[src/rtl/mtx_seq.sv]
// mtx_seq: program sequencer for mtx_unit.
//
// Holds a DEPTH-word VLIW program store and issues one vliw_inst_t per cycle
// over an inclusive [start_pc, end_pc] range (wrapping modulo DEPTH). Stall
// cycles become NOP bubbles so no word executes twice. Status returned by the
// unit is tracked through a 2-deep issue pipe, so err/ovf line up with the
// word that caused them.
//
// Build option: MTX_SEQ_LOOP_EN enables multi-pass looping (loop_cnt passes).
// Without it every run is a single pass and loop_cnt is ignored.
//
// Ports (mtx_seq):
//   clk, rst_n              clock, async active-low reset
//   prog_we/addr/wdata      program store write (IDLE only)
//   start, start_pc, end_pc run request and range (IDLE or DONE)
//   loop_cnt                pass count, 0 behaves as 1
//   abort                   synchronous abort to IDLE, beats start and stall
//   stall                   issue a bubble this cycle
//   st_in                   status from mtx_unit
//   vliw_inst, issue        registered instruction and its valid
//   pc                      current fetch pc
//   busy, done              RUN/DRAIN, one-cycle completion pulse
//   err, ovf                sticky invalid-opcode / overflow flags

package mtx_types;
    localparam int NUM_LANES = 4;

    localparam logic [3:0] OP_NOP   = 4'd0;
    localparam logic [3:0] OP_LD    = 4'd1;
    localparam logic [3:0] OP_ST    = 4'd2;
    localparam logic [3:0] OP_MVMUL = 4'd3;
    localparam logic [3:0] OP_ADD   = 4'd4;
    localparam logic [3:0] OP_MAX   = OP_ADD;  // anything above is invalid

    typedef struct packed {
        logic [3:0] op;
        logic [3:0] dst;
        logic [3:0] src_a;
        logic [3:0] src_b;
    } slot_t;

    typedef slot_t [NUM_LANES-1:0] vliw_inst_t;

    typedef struct packed {
        logic inv;
        logic of;
    } status_t;
endpackage

// Per-slot column of the program store plus its output register.
// The output register loads the addressed slot on issue and clears to NOP
// otherwise.
module mtx_seq_lane
    import mtx_types::*;
#(
    parameter  int DEPTH = 16,
    localparam int AW    = $clog2(DEPTH)
) (
    input  logic          clk,
    input  logic          rst_n,
    input  logic          we,
    input  logic [AW-1:0] waddr,
    input  slot_t         wdata,
    input  logic [AW-1:0] raddr,
    input  logic          ld,
    output slot_t         q
);
    slot_t mem [DEPTH];

    always_ff @(posedge clk or negedge rst_n) begin
        if (!rst_n) begin
            for (int i = 0; i < DEPTH; i++) mem[i] <= '0;
            q <= '0;
        end else begin
            if (we) mem[waddr] <= wdata;
            q <= ld ? mem[raddr] : '0;
        end
    end
endmodule

module mtx_seq
    import mtx_types::*;
#(
    parameter  int DEPTH = 16,
    parameter  int CNT_W = 8,
    localparam int AW    = $clog2(DEPTH)
) (
    input  logic             clk,
    input  logic             rst_n,
    input  logic             prog_we,
    input  logic [AW-1:0]    prog_addr,
    input  vliw_inst_t       prog_wdata,
    input  logic             start,
    input  logic [AW-1:0]    start_pc,
    input  logic [AW-1:0]    end_pc,
    input  logic [CNT_W-1:0] loop_cnt,
    input  logic             abort,
    input  logic             stall,
    input  status_t          st_in,
    output vliw_inst_t       vliw_inst,
    output logic             issue,
    output logic [AW-1:0]    pc,
    output logic             busy,
    output logic             done,
    output logic             err,
    output logic             ovf
);
    typedef enum logic [1:0] {S_IDLE, S_RUN, S_DRAIN, S_DONE} state_e;

    state_e        state, state_nxt;
    logic [AW-1:0] pc_nxt, spc, epc;
    logic          issue_nxt, done_nxt, accept, wrap, more_passes;
    logic          mem_we, inv_hit;
    // vld_pipe[1]: word on vliw_inst now; vld_pipe[2]: word the unit is
    // executing now, whose status is on st_in.
    logic [2:1]    vld_pipe;

    assign issue   = vld_pipe[1];
    assign busy    = (state == S_RUN) || (state == S_DRAIN);
    assign mem_we  = prog_we && (state == S_IDLE);
    assign inv_hit = vld_pipe[2] && st_in.inv;

`ifdef MTX_SEQ_LOOP_EN
    logic [CNT_W-1:0] rem;

    assign more_passes = rem > CNT_W'(1);

    always_ff @(posedge clk or negedge rst_n) begin
        if (!rst_n)      rem <= '0;
        else if (accept) rem <= (loop_cnt == '0) ? CNT_W'(1) : loop_cnt;
        else if (wrap)   rem <= rem - CNT_W'(1);
    end
`else
    logic unused_loop;

    assign more_passes = 1'b0;
    assign unused_loop = ^{loop_cnt, wrap};
`endif

    always_comb begin
        state_nxt = state;
        pc_nxt    = pc;
        issue_nxt = 1'b0;
        done_nxt  = 1'b0;
        accept    = 1'b0;
        wrap      = 1'b0;
        if (abort) begin
            state_nxt = S_IDLE;
        end else begin
            case (state)
                S_IDLE, S_DONE: begin
                    if (start) begin
                        accept    = 1'b1;
                        state_nxt = S_RUN;
                        pc_nxt    = start_pc;
                    end else begin
                        state_nxt = S_IDLE;
                    end
                end
                S_RUN: begin
                    // An invalid opcode stops fetch on the edge it is seen.
                    if (inv_hit) begin
                        state_nxt = S_DRAIN;
                    end else if (!stall) begin
                        issue_nxt = 1'b1;
                        if (pc != epc) begin
                            pc_nxt = pc + 1'b1;
                        end else if (more_passes) begin
                            pc_nxt = spc;
                            wrap   = 1'b1;
                        end else begin
                            state_nxt = S_DRAIN;
                        end
                    end
                end
                S_DRAIN: begin
                    // With nothing on vliw_inst, the last in-flight status is
                    // sampled on this edge, so the pipe is empty afterwards.
                    if (!vld_pipe[1]) begin
                        state_nxt = S_DONE;
                        done_nxt  = 1'b1;
                    end
                end
                default: state_nxt = S_IDLE;
            endcase
        end
    end

    always_ff @(posedge clk or negedge rst_n) begin
        if (!rst_n) begin
            state    <= S_IDLE;
            pc       <= '0;
            spc      <= '0;
            epc      <= '0;
            vld_pipe <= '0;
            done     <= 1'b0;
            err      <= 1'b0;
            ovf      <= 1'b0;
        end else begin
            state    <= state_nxt;
            pc       <= pc_nxt;
            vld_pipe <= abort ? 2'b00 : {vld_pipe[1], issue_nxt};
            done     <= done_nxt;
            if (accept) begin
                spc <= start_pc;
                epc <= end_pc;
                err <= 1'b0;
                ovf <= 1'b0;
            end else if (!abort && vld_pipe[2]) begin
                if (st_in.inv) err <= 1'b1;
                if (st_in.of)  ovf <= 1'b1;
            end
        end
    end

    for (genvar i = 0; i < NUM_LANES; i++) begin : g_lane
        mtx_seq_lane #(.DEPTH(DEPTH)) u_lane (
            .clk   (clk),
            .rst_n (rst_n),
            .we    (mem_we),
            .waddr (prog_addr),
            .wdata (prog_wdata[i]),
            .raddr (pc),
            .ld    (issue_nxt),
            .q     (vliw_inst[i])
        );
    end
endmodule
[config.mk]
export PLATFORM = sky130hd
export DESIGN_NAME = mtx_seq
export DESIGN_NICKNAME = d
export VERILOG_FILES = /design/src/rtl/mtx_seq.sv
export SDC_FILE = /design/constraint.sdc
export NUM_CORES = 2
export LEC_CHECK = 0
export ABC_AREA = 1
export BUFFER_PORTS_ARGS = -buffer_cell sky130_fd_sc_hd__buf_2
export CAP_MARGIN = 25
export CORE_ASPECT_RATIO = 0.6
export CORE_MARGIN = 10
export CORE_UTILIZATION = 35
export DETAILED_ROUTE_END_ITERATION = 8
export PLACE_DENSITY = 0.56
export SLEW_MARGIN = 10
export SYNTH_ARGS = -nofsm -noshare
export SYNTH_HDL_FRONTEND = slang
export SYNTH_SLANG_ARGS = --single-unit
[constraint.sdc]
create_clock -name clk -period 4.04 [get_ports clk]
set_input_delay 0 -clock clk [delete_from_list [all_inputs] [get_ports clk]]
set_output_delay 0 -clock clk [all_outputs]
set_load 0.005 [all_outputs]
==> impl_metrics.toml <==
[worst_setup_path]
setup.worst_path.class = "reg -> reg"
worstPathArrival_ns = 3.92
critPathMaxFanout = 37
critical_path.endpoint_type = "flip-flop"
worstSetupStartpointType = "flip-flop"
cp_data_required_time_ns = 4.69

[sta]
fin_tns_setup_ns = 0
setup_violations = 0
slew_headroom_pct = -0.6003
rsz_0062_raised_after_global_routing = "false"
slew_viol_final = 17
final.setup_skew_ns = 0.04080
finalHoldViolations = 0
post-route-period-util_pct = 81.00
fmax_mhz = 305.6
final_critical_period_ns = 3.272
tightestPinTransition_ns = 1.509

[global_routing]
grt_start_max_net_pins = 200
overall_global_routing_resource_usage_pct = 18.89
grt_pass1_vias = 38870
number_of_antenna_violations_at_the_first_check_in_global_routing = 5
grt_first_pass_wirelength_um = 239500
gr-total-overflow = 0

[floorplan]
core_region_area_mm2 = 0.1416
die_boundary_height_um = 312.1
dieArea_mm2 = 0.1582
rows = 107
start_util_pct = 35.15
pin_count = 165
die_width_um = 506.9

[place]
place.gp.congestion = 0.7501
dpl-instance-area_mm2 = 0.05183
portBuffers = 156
place_hpwl_um = 78850

[power_and_ir_drop]
comb_power_share_pct = 33.5
power.share.sequential_pct = 42.2
share_of_total_power_in_the_clock_network_pct = 24.3
net-switching-power_uw = 16760
vdd.ir_drop.worst_mv = 0.9022
leakage_uw = 0.02822
p_sw_share_pct = 37.91
powerDensity_mw_per_mm2 = 781.3
internal-power_uw = 27450

[run]
max_cap_viols = 0

[synth]
synth.avg_cell_area_um2 = 7.830
sequential_fraction_of_the_synthesis_area_pct = 55.44
synthesis.instances = 6358
synth_cell_type_count = 18
synth.cell_area_mm2 = 0.04978
flop_and_latch_count_out_of_synthesis = 1103
synth.net_count = 6454
yosysWarnings = 0

[final_layout]
mostFrequentLayoutCell = "sky130_fd_sc_hd__nand2_1"
commonest_non_fill_non_tap_cells_in_the_layout = "sky130_fd_sc_hd__nand2_1 (2735), sky130_fd_sc_hd__dfrtp_1 (1099), sky130_fd_sc_hd__o21ai_0 (1041)"
drive_above_1_share_pct = 7.116
fin_nets = 6399
synthToLayoutAreaGrowth_pct = 13.66
finish.instance_area_mm2 = 0.05658

[routing]
antenna_violating_nets_post_route = 0
detail_route.vias_per_cell = 4.988
via_count = 41420
routedWlPerCell_um = 18.43
drt_iter0_markers = 4125
postRouteWirelength_um = 153000
drc = 0
drt_pass1_iterations = 6

[cts]
clockRootBuffer = "sky130_fd_sc_hd__clkbuf_16"
cts.repair.resized = 0
tritoncts = "built"
clockBufferDepth = 3
clkSlewWorstSetupHoldPaths_ns = 0.06
cts.sinks = 1103
htreeDepth = 3
clock_insertion_delay_worst_skew_ns = 0.72
tritoncts.num_buffers = 107

[hold_path]
hold_class = "in -> reg"

[status]
run_status = "complete, but fails checks"
failed_checks = "max-slew violations"
## cells in the mapped netlist
| cell | count | area [µm²] |
|---|---|---|
| sky130_fd_sc_hd__nor3_1 | 1 | 5.000 |
| sky130_fd_sc_hd__buf_8 | 1 | 15.01 |
| sky130_fd_sc_hd__inv_4 | 1 | 6.260 |
| sky130_fd_sc_hd__dfrtp_1 | 1103 | 27600 |
| sky130_fd_sc_hd__nand3_1 | 461 | 2307 |
| sky130_fd_sc_hd__nand2_1 | 2748 | 10310 |
| sky130_fd_sc_hd__buf_1 | 22 | 82.58 |
| sky130_fd_sc_hd__a21oi_1 | 70 | 350.3 |
| sky130_fd_sc_hd__o21ai_1 | 54 | 270.3 |
| sky130_fd_sc_hd__nor2_1 | 146 | 548.0 |
| sky130_fd_sc_hd__buf_2 | 151 | 755.7 |
| sky130_fd_sc_hd__buf_4 | 15 | 112.6 |
| sky130_fd_sc_hd__o21ai_0 | 1041 | 5210 |
| sky130_fd_sc_hd__buf_6 | 16 | 180.2 |
| sky130_fd_sc_hd__clkbuf_1 | 304 | 1141 |
| sky130_fd_sc_hd__nor3_2 | 1 | 10.01 |
| sky130_fd_sc_hd__inv_1 | 219 | 822.0 |
| sky130_fd_sc_hd__ha_1 | 4 | 50.05 |
## critical path: stages (launching register included)
cell                            delay (ns)
sky130_fd_sc_hd__dfrtp_4              0.70
sky130_fd_sc_hd__inv_4                0.73
sky130_fd_sc_hd__nand2_1              0.10
sky130_fd_sc_hd__nand2_1              0.09
sky130_fd_sc_hd__nor2_1               0.05
sky130_fd_sc_hd__nand2_1              0.05
sky130_fd_sc_hd__nand2_1              0.05
sky130_fd_sc_hd__nand2_1              0.13
sky130_fd_sc_hd__nand3_1              0.08
sky130_fd_sc_hd__dlygate4sd3_1        0.56
sky130_fd_sc_hd__nand2_1              0.07
sky130_fd_sc_hd__dlygate4sd3_1        0.55
## kinds of logic after synthesis
kind of cell / after synthesis / synth area share (%)
simple gates: 3357 / 26.49
compound gates: 1165 / 11.71
flops: 1103 / 55.44
buf+inv: 729 / 6.258
fa+ha+maj: 4 / 0.1005
## through the flow
stage	power [µW]	util, %	setup WS [ns]	hold WS (ns)	std cells
6_report	44210	39.95	0.7676	0.05120	8303
3_3_place_gp	32990	36.59	1.159	0.06456	8002
3_5_place_dp	33410	36.59	1.030	0.06507	8002
5_1_grt	47890	39.95	0.5553	0.03381	8302
2_1_floorplan	29230	-	2.434	-0.2956	6358
4_1_cts	44450	39.94	0.7595	0.004904	8301
## per-layer routing
metal	track usage, %	up-vias	wire (µm)
met3	2.762	213	8312
met4	4.322	2	3255
li1	-	20070	-
met5	0	-	13
met2	29.26	1133	67140
met1	27.82	20000	74270
## final timing paths
| check | start | endpoint | slack (ns) | cells after the start |
|---|---|---|---|---|
| worst max-delay path | pc[3] | pc[1] | 0.77 | 11 |
| worst min-delay path | abort | done | 0.05 | 3 |
| worst max register to register | pc[3] | pc[1] | 0.77 | 11 |
| worst min register to register | g_lane[0].u_lane.mem[99] | g_lane[0].u_lane.mem[99] | 0.48 | 2 |
| max in group asynchronous | rst_n | g_lane[1].u_lane.mem[93] | 3.16 | 3 |
| min in group asynchronous | rst_n | g_lane[0].u_lane.mem[134] | 0.07 | 3 |
## power by group through the flow
stage	Combinational, µW	Clock (µW)	Sequential (µW)
6_report	14800	10700	18700
5_1_grt	17200	11400	19300
4_1_cts	14800	10900	18700
3_5_place_dp	14600	0	18800
3_3_place_gp	14400	0	18600
2_1_floorplan	11200	0	18000
## state kept, by name (all words and copies together), names as in the netlist
register	flops
epc	4
vld_pipe	2
done	1
err	1
state	2
ovf	1
g_lane.u_lane.q	64
g_lane.u_lane.mem	1024
pc	4
## area by class of cell
class                   count  area [µm²]
diodes                      2       5.005
clock buffers             156        3194
clock inverters            44       548.0
fillers                 14570       85060
inverters                 220       857.1
multi-input cells        4526       19210
flip-flops and latches   1103       27620
well taps                1907        2386
repair buffers            345        2763
## what timing repair did
action / 4_1_cts / 5_1_grt
setup endpoints to repair: 0 / 0
hold endpoints to repair: 1391 / 0
hold buffers: 99 / 0
setup buffers: 0 / 0
Note: power is estimated with default switching activity, not from simulation.
